--- config.mk ---
export PLATFORM = sky130hd
export DESIGN_NAME = snake_motion_engine
export DESIGN_NICKNAME = d
export VERILOG_FILES = /design/src/rtl/snake_motion_engine.sv
export SDC_FILE = /design/constraint.sdc
export NUM_CORES = 1
export LEC_CHECK = 0
export ABC_AREA = 1
export ABC_CLOCK_PERIOD_IN_PS = 3400
export CAP_MARGIN = 20
export CORE_MARGIN = 2
export CORE_UTILIZATION = 56
export DETAILED_ROUTE_END_ITERATION = 10
export PLACE_DENSITY = 0.82
export SLEW_MARGIN = 10
export SYNTH_ARGS = -nofsm -noshare
export SYNTH_HDL_FRONTEND = slang
export SYNTH_SLANG_ARGS = --single-unit
--- constraint.sdc ---
create_clock -name clk -period 3.4 [get_ports clk]
set_clock_uncertainty 0.05 [all_clocks]
set_input_delay 0.51 -clock clk [delete_from_list [all_inputs] [get_ports clk]]
set_output_delay 0.51 -clock clk [all_outputs]
set_load 0.1 [all_outputs]
--- src/rtl/snake_motion_engine.sv ---
// snake_motion_engine: game-logic stage upstream of the grid register.
// Keeps the snake body in a coordinate ring buffer. On each accepted move tick
// it probes the cell ahead of the head, writes the new head, erases the tail
// unless growing, and raises a sticky game_over on collision.
// Optional feature macro: SNAKE_SNACK_RESPAWN_EN. When defined, each eaten
// snack is respawned at a free in-arena cell chosen by a free-running LFSR.
module snake_motion_engine #(
    parameter int MAX_LEN     = 64,
    parameter int INIT_LEN    = 3,
    parameter int START_X     = 8,
    parameter int START_Y     = 12,
    parameter int START_DELAY = 4
) (
    input  logic        clk,
    input  logic        rst,
    input  logic        game_start,
    input  logic        move_tick,
    input  logic [1:0]  dir,
    input  logic [3:0]  rect_read_out,
    output logic [31:0] rect_read_in,
    output logic [35:0] rect_write,
    output logic        game_over,
    output logic        busy,
    output logic [6:0]  length,
    output logic [15:0] score
);

    localparam int PTR_W = (MAX_LEN > 1) ? $clog2(MAX_LEN) : 1;

    localparam logic [3:0] CELL_NULL  = 4'd0;
    localparam logic [3:0] CELL_SNAKE = 4'd1;
    localparam logic [3:0] CELL_ROCK  = 4'd2;
    localparam logic [3:0] CELL_SNACK = 4'd4;

    typedef enum logic [3:0] {
        S_IDLE,
        S_WAIT,
        S_SEED,
        S_RUN,
        S_PROBE,
        S_WRITE_HEAD,
        S_ERASE,
        S_DEAD
`ifdef SNAKE_SNACK_RESPAWN_EN
        , S_SPAWN,
        S_SPAWN_PROBE,
        S_SPAWN_WRITE
`endif
    } state_t;

    state_t state, next_state;

    // x needs 6 bits internally so the right border column 32 does not wrap to 0
    logic [1:0]       cur_dir, pend_dir, acc_dir;
    logic             dir_rev, push, grow, busy_nxt;
    logic [5:0]       head_x, hx, nhx, tail_x, seed_x, wr_x, wr_x_nxt, rd_x, rd_x_nxt;
    logic [4:0]       head_y, hy, nhy, tail_y, wr_y, wr_y_nxt, rd_y, rd_y_nxt;
    logic [3:0]       wr_fn, wr_fn_nxt;
    logic [15:0]      cnt;
    logic [PTR_W-1:0] head_ptr, tail_ptr;
    logic [10:0]      ring [MAX_LEN];

    assign rect_read_in = {10'd0, rd_x, 11'd0, rd_y};
    assign rect_write   = {10'd0, wr_x, 11'd0, wr_y, wr_fn};

    assign dir_rev = (pend_dir[1] == cur_dir[1]) && (pend_dir[0] != cur_dir[0]);
    assign acc_dir = dir_rev ? cur_dir : pend_dir;
    assign push    = (state == S_SEED) || (state == S_WRITE_HEAD);
    assign {tail_x, tail_y} = ring[tail_ptr];
    assign seed_x  = 6'(START_X - INIT_LEN + 1) + ((state == S_SEED) ? 6'(cnt + 16'd1) : 6'd0);

`ifdef SNAKE_SNACK_RESPAWN_EN
    logic [15:0] lfsr;
    logic [5:0]  sx;
    logic [4:0]  sy;
    logic        snack, cand_ok;

    // a 5-bit x candidate can never exceed 31, so only the lower bound needs checking
    assign cand_ok = (lfsr[4:0] >= 5'd2) && (lfsr[9:5] >= 5'd1) && (lfsr[9:5] <= 5'd22);

    // Free-running LFSR, latched spawn candidate and the snack-eaten flag
    always_ff @(posedge clk or posedge rst) begin
        if (rst) begin
            lfsr  <= 16'hACE1;
            sx    <= 6'd0;
            sy    <= 5'd0;
            snack <= 1'b0;
        end else begin
            lfsr <= {lfsr[14:0], lfsr[15] ^ lfsr[13] ^ lfsr[12] ^ lfsr[10]};
            if (state == S_SPAWN && cand_ok) begin
                sx <= {1'b0, lfsr[4:0]};
                sy <= lfsr[9:5];
            end
            if (state == S_PROBE)
                snack <= (rect_read_out == CELL_SNACK);
        end
    end
`endif

    // Next head position one step from the current head along the accepted direction
    always_comb begin
        nhx = head_x;
        nhy = head_y;
        case (acc_dir)
            2'b00:   nhy = head_y - 5'd1;
            2'b01:   nhy = head_y + 5'd1;
            2'b10:   nhx = head_x - 6'd1;
            default: nhx = head_x + 6'd1;
        endcase
    end

    // State register
    always_ff @(posedge clk or posedge rst) begin
        if (rst) state <= S_IDLE;
        else     state <= next_state;
    end

    // Next-state decision
    always_comb begin
        next_state = state;
        case (state)
            S_IDLE:       if (game_start) next_state = S_WAIT;
            S_WAIT:       if (cnt == 16'(START_DELAY - 1)) next_state = S_SEED;
            S_SEED:       if (cnt == 16'(INIT_LEN - 1)) next_state = S_RUN;
            S_RUN:        if (move_tick) next_state = S_PROBE;
            S_PROBE:      next_state = (rect_read_out == CELL_SNAKE || rect_read_out == CELL_ROCK)
                                       ? S_DEAD : S_WRITE_HEAD;
`ifdef SNAKE_SNACK_RESPAWN_EN
            S_WRITE_HEAD: next_state = grow ? S_SPAWN : S_ERASE;
            S_ERASE:      next_state = snack ? S_SPAWN : S_RUN;
            S_SPAWN:      if (cand_ok) next_state = S_SPAWN_PROBE;
            S_SPAWN_PROBE: next_state = (rect_read_out == CELL_NULL) ? S_SPAWN_WRITE : S_SPAWN;
            S_SPAWN_WRITE: next_state = S_RUN;
`else
            S_WRITE_HEAD: next_state = grow ? S_RUN : S_ERASE;
            S_ERASE:      next_state = S_RUN;
`endif
            S_DEAD:       next_state = S_DEAD;
            default:      next_state = S_IDLE;
        endcase
    end

    // Port values for the coming cycle, derived from the state being entered
    always_comb begin
        wr_x_nxt  = 6'd0;
        wr_y_nxt  = 5'd0;
        wr_fn_nxt = CELL_NULL;
        rd_x_nxt  = 6'd0;
        rd_y_nxt  = 5'd0;
        busy_nxt  = 1'b1;
        case (next_state)
            S_IDLE, S_RUN, S_DEAD: busy_nxt = 1'b0;
            S_SEED: begin
                wr_x_nxt  = seed_x;
                wr_y_nxt  = 5'(START_Y);
                wr_fn_nxt = CELL_SNAKE;
            end
            S_PROBE: begin
                rd_x_nxt = nhx;
                rd_y_nxt = nhy;
            end
            S_WRITE_HEAD: begin
                wr_x_nxt  = hx;
                wr_y_nxt  = hy;
                wr_fn_nxt = CELL_SNAKE;
            end
            S_ERASE: begin
                wr_x_nxt = tail_x;
                wr_y_nxt = tail_y;
            end
`ifdef SNAKE_SNACK_RESPAWN_EN
            S_SPAWN_PROBE: begin
                rd_x_nxt = {1'b0, lfsr[4:0]};
                rd_y_nxt = lfsr[9:5];
            end
            S_SPAWN_WRITE: begin
                wr_x_nxt  = sx;
                wr_y_nxt  = sy;
                wr_fn_nxt = CELL_SNACK;
            end
`endif
            default: ;
        endcase
    end

    // Body ring storage; stale entries are harmless because only the pointers define the body
    always_ff @(posedge clk) begin
        if (push) ring[head_ptr] <= {wr_x, wr_y};
    end

    // Registered ports, direction tracking, pointers and game counters
    always_ff @(posedge clk or posedge rst) begin
        if (rst) begin
            wr_x      <= 6'd0;
            wr_y      <= 5'd0;
            wr_fn     <= CELL_NULL;
            rd_x      <= 6'd0;
            rd_y      <= 5'd0;
            busy      <= 1'b0;
            game_over <= 1'b0;
            length    <= 7'd0;
            score     <= 16'd0;
            cur_dir   <= 2'b11;
            pend_dir  <= 2'b11;
            head_ptr  <= '0;
            tail_ptr  <= '0;
            head_x    <= 6'd0;
            head_y    <= 5'd0;
            hx        <= 6'd0;
            hy        <= 5'd0;
            grow      <= 1'b0;
            cnt       <= 16'd0;
        end else begin
            wr_x     <= wr_x_nxt;
            wr_y     <= wr_y_nxt;
            wr_fn    <= wr_fn_nxt;
            rd_x     <= rd_x_nxt;
            rd_y     <= rd_y_nxt;
            busy     <= busy_nxt;
            pend_dir <= dir;
            if (next_state != state)
                cnt <= 16'd0;
            else if (state == S_WAIT || state == S_SEED)
                cnt <= cnt + 16'd1;
            if (state == S_RUN && move_tick) begin
                cur_dir <= acc_dir;
                hx      <= nhx;
                hy      <= nhy;
            end
            if (state == S_SEED && next_state == S_RUN) begin
                cur_dir <= 2'b11;
                length  <= 7'(INIT_LEN);
            end
            if (push) begin
                head_ptr <= head_ptr + PTR_W'(1);
                head_x   <= wr_x;
                head_y   <= wr_y;
            end
            if (state == S_PROBE) begin
                grow <= (rect_read_out == CELL_SNACK) && (length < 7'(MAX_LEN));
                if (rect_read_out == CELL_SNACK)
                    score <= score + 16'd1;
            end
            if (state == S_WRITE_HEAD && grow)
                length <= length + 7'd1;
            if (state == S_ERASE)
                tail_ptr <= tail_ptr + PTR_W'(1);
            if (next_state == S_DEAD)
                game_over <= 1'b1;
        end
    end

endmodule

==> summary.md <==
| Metric | Value |
|---|---|
| Final Setup Violations | `0` |
| Final wirelength | `between 80 and 90 mm` |
| Average wire per standard cell | `between 20 and 25 um` |
| Clock Latency Late Sink | `about 0.64 ns` |
| Yosys cell types | `44` |
| Post-synthesis cell area | `34400 um^2` |
| Setup Total Neg Slack | `0 ns` |
| Measured slew at the worst slew-check pin | `between 1 and 1.5 ns` |
| Area taken by flip-flops and latches | `23800 um^2` |
| Most used standard cells in the synthesized netlist | `nand2_1, edfxtp_1, nand3_1, inv_1, nor2_1` |
| Diode insertion count for antenna repair | `0` |
| Final hold violation count | `0` |
| Ratio of final minimum period to clock period | `between 80% and 90%` |
| Largest net degree at the start of global routing | `180` |
| Classification of the worst setup path | `reg2reg` |
| Maximum capacitance violations | `0` |
| Count of clock tree sinks | `around 810` |
| CTS resizes | `0` |
| Area inside the core boundary | `60500 um^2` |
| Area growth syn-to-layout | `11.9%` |
| Dominant register cell in the synthesized netlist | `edfxtp_1` |
| Longest Clk Path Bufs | `3` |
| Top cell type by total area after synthesis | `edfxtp_1` |
| Initial core utilization | `56.8%` |
| Cell repeated most along the worst path | `nand2_1` |
| Critical Path RT | `between 3 and 4 ns` |
| Global routing usage summed across all routing layers | `between 20% and 30%` |
| Max-slew headroom | `between 30% and 40%` |
| Antenna-violating nets left | `0` |
| Via density per instance | `between 5 and 6` |
| Wire length of the first global-routing pass | `131 mm` |
| PwrDens | `529 nW/um^2` |
| Fmax | `0.341 GHz` |
| Pre-antenna DRT Iters | `6` |
| Max Transition Viols Final | `0` |
| Result of the run | `completed` |
| Largest fanout on the critical path | `8` |
| EDFF count, synth | `a little over 700` |
| I/O pin cnt | `between 100 and 150` |
| Number of antenna violations at the first check in global routing | `2` |
| Die width | `roughly 250 um` |
| Slowest cell delay on critical path | `around 0.56 ns` |
| Crit end category | `flip-flop` |
| Die outline height | `252 um` |
| Row cnt | `90` |
| Gate Count Post-Synth | `between 3000 and 4000` |
| Path class of the lowest-slack min-delay path | `in2reg` |
| CTS H-tree depth | `3` |
| Vias in the first global route | `around 23000` |
| CTS buffer count | `slightly below 80` |
| Layout filler cell count | `4252` |
| Clk Tree Root Cell | `clkbuf_16` |
| Final critical-path required period | `2.93 ns` |
| Count of input and output buffers | `57` |
| Synth top area share | `61.5%` |
| Ordered cell list for the critical path | `nand2_2, inv_1, nand2_1, nand2_1, nand2_1, nor2_1, inv_1, nor2_1, buf_4` |
| Global route overflow | `0` |
| Worst setup SP type | `flip-flop` |
| Avg Inst Size Synth | `10.9 um^2` |
| Number of vias in the routed layout | `between 20000 and 25000` |
| Yosys reg bits | `around 810` |
| Starting DRC count in detailed routing | `3252` |
| Static Leak | `around 15 nW` |
| Cell types occupying the most area after synthesis | `edfxtp_1, nand2_1, nand3_1` |
| Ratio of cells with drive above 1 in the final layout | `8.57%` |
| Most common cell in the netlist | `nand2_1` |
| Max stage delay cell, worst path | `dfrtp_1` |
| Count of unresolved DRC violations after routing | `0` |
| Total area of multi-input combinational cells | `just over 9000 um^2` |
| Nets@finish | `between 3000 and 4000` |
| Sequential share of the synthesized area | `69.4%` |
| Fraction of registers with async set/reset | `a little over an eighth` |
| Warning count from the yosys run | `0` |
| IR Drop Worst-Case VDD | `0.000447 V` |
| Hold buffer count at cts | `0` |
| Clock tree from TritonCTS | `built` |
| Setup repair after global routing missed its margin | `no` |
| Setup Fix Bufs, Post-CTS | `0` |
| Register-to-register setup slack | `around 0.47 ns` |
| Clock Pin Slew Worst Setup and Hold Paths | `approximately 0.060 ns` |
| Global placement routability congestion | `about 0.91` |
| Worst path arrival time | `3.22 ns` |
| Worst slack on hold paths | `between 0.2 and 0.25 ns` |
| HPWL after detailed placement | `about 50 mm` |
| Area of the die | `between 60000 and 70000 um^2` |
[path summary, 6_finish.rpt]
kind,startpoint,cells after the start,end
worst min register to register,game_over,1,game_over
worst min-delay path,dir[0],1,pend_dir[0]
max in group asynchronous,rst,3,score[15]
worst max-delay path,state[0],9,ring[61][8]
worst max register to register,state[0],9,ring[61][8]
min in group asynchronous,rst,2,state[0]
[final cells by class]
type | instances | share of cell area [%]
sequential | 811 | 62.0
inverter | 149 | 1.50
clock inverter | 38 | 0.940
multi-input combinational | 2020 | 23.7
tap | 782 | 2.54
clock buffer | 105 | 5.78
timing repair buffer | 146 | 3.53
[flip-flops by register name (all words and copies together), names as in the netlist, 6 cells and up]
register / count
rd_x: 6
length: 7
head_ptr: 6
cnt: 16
head_x: 6
hx: 6
ring: 704
tail_ptr: 6
wr_x: 6
score: 16
[layout by cell type, fill, tap and decap left out, types with 41 or more instances in the layout]
master and count:
nand2_1 1032, buf_4 90, dfrtp_1 89, xor2_1 41
conb_1 46, inv_1 134, o21ai_0 47, edfxtp_1 704
clkdlybuf4s50_1 44, nor2_1 132, nand3_1 577, a21oi_1 51
clkbuf_16 84
[worst max-delay path: cells and delay by family (launching register included)]
family | cells | cell delay [ns]
simple gates | 6 | 1.40
buf+inv | 3 | 0.64
flops | 1 | 0.56
[per-stage QoR]
stage          instances  worst slack (ns)  utilization [%]  total power (W)  area (um^2)
2_1_floorplan       3183            0.0294                -           0.0116        34500
3_3_place_gp        3908             0.674             59.3           0.0118        35900
3_5_place_dp        3908             0.594             59.3           0.0118        35900
4_1_cts             4051             0.566             63.6           0.0204        38500
5_1_grt             4051             0.244             63.6           0.0209        38500
6_report            4051             0.466             63.6           0.0203        38500
[per-layer routing]
layer / share of wire, % / vias up / track usage (%)
li1: - / 10800 / -
met1: 37 / 11400 / 35.7
met2: 47 / 1484 / 43.4
met3: 11 / 273 / 5.83
met4: 4.6 / 2 / 13.1
met5: 0.015 / - / 0
[power by group]
part / leakage [nW] / switching [W] / internal, W
Sequential: 7.00 / 0.0000345 / 0.0107
Combinational: 6.63 / 0.000676 / 0.000177
Clock: 1.25 / 0.00370 / 0.00506
Total: 14.9 / 0.00441 / 0.0159
[logic make-up after synthesis]
group	after synthesis	share of synthesized area, %
and+or+nand+nor	1800	22.5
DFF	811	69.4
buffers and inverters	352	4.61
AOI/OAI and AO/OA	112	1.70
xor gates and xnor gates	46	1.17
adders and majority gates	16	0.627
other	1	0.0109
(Power assumes the default switching activity.)
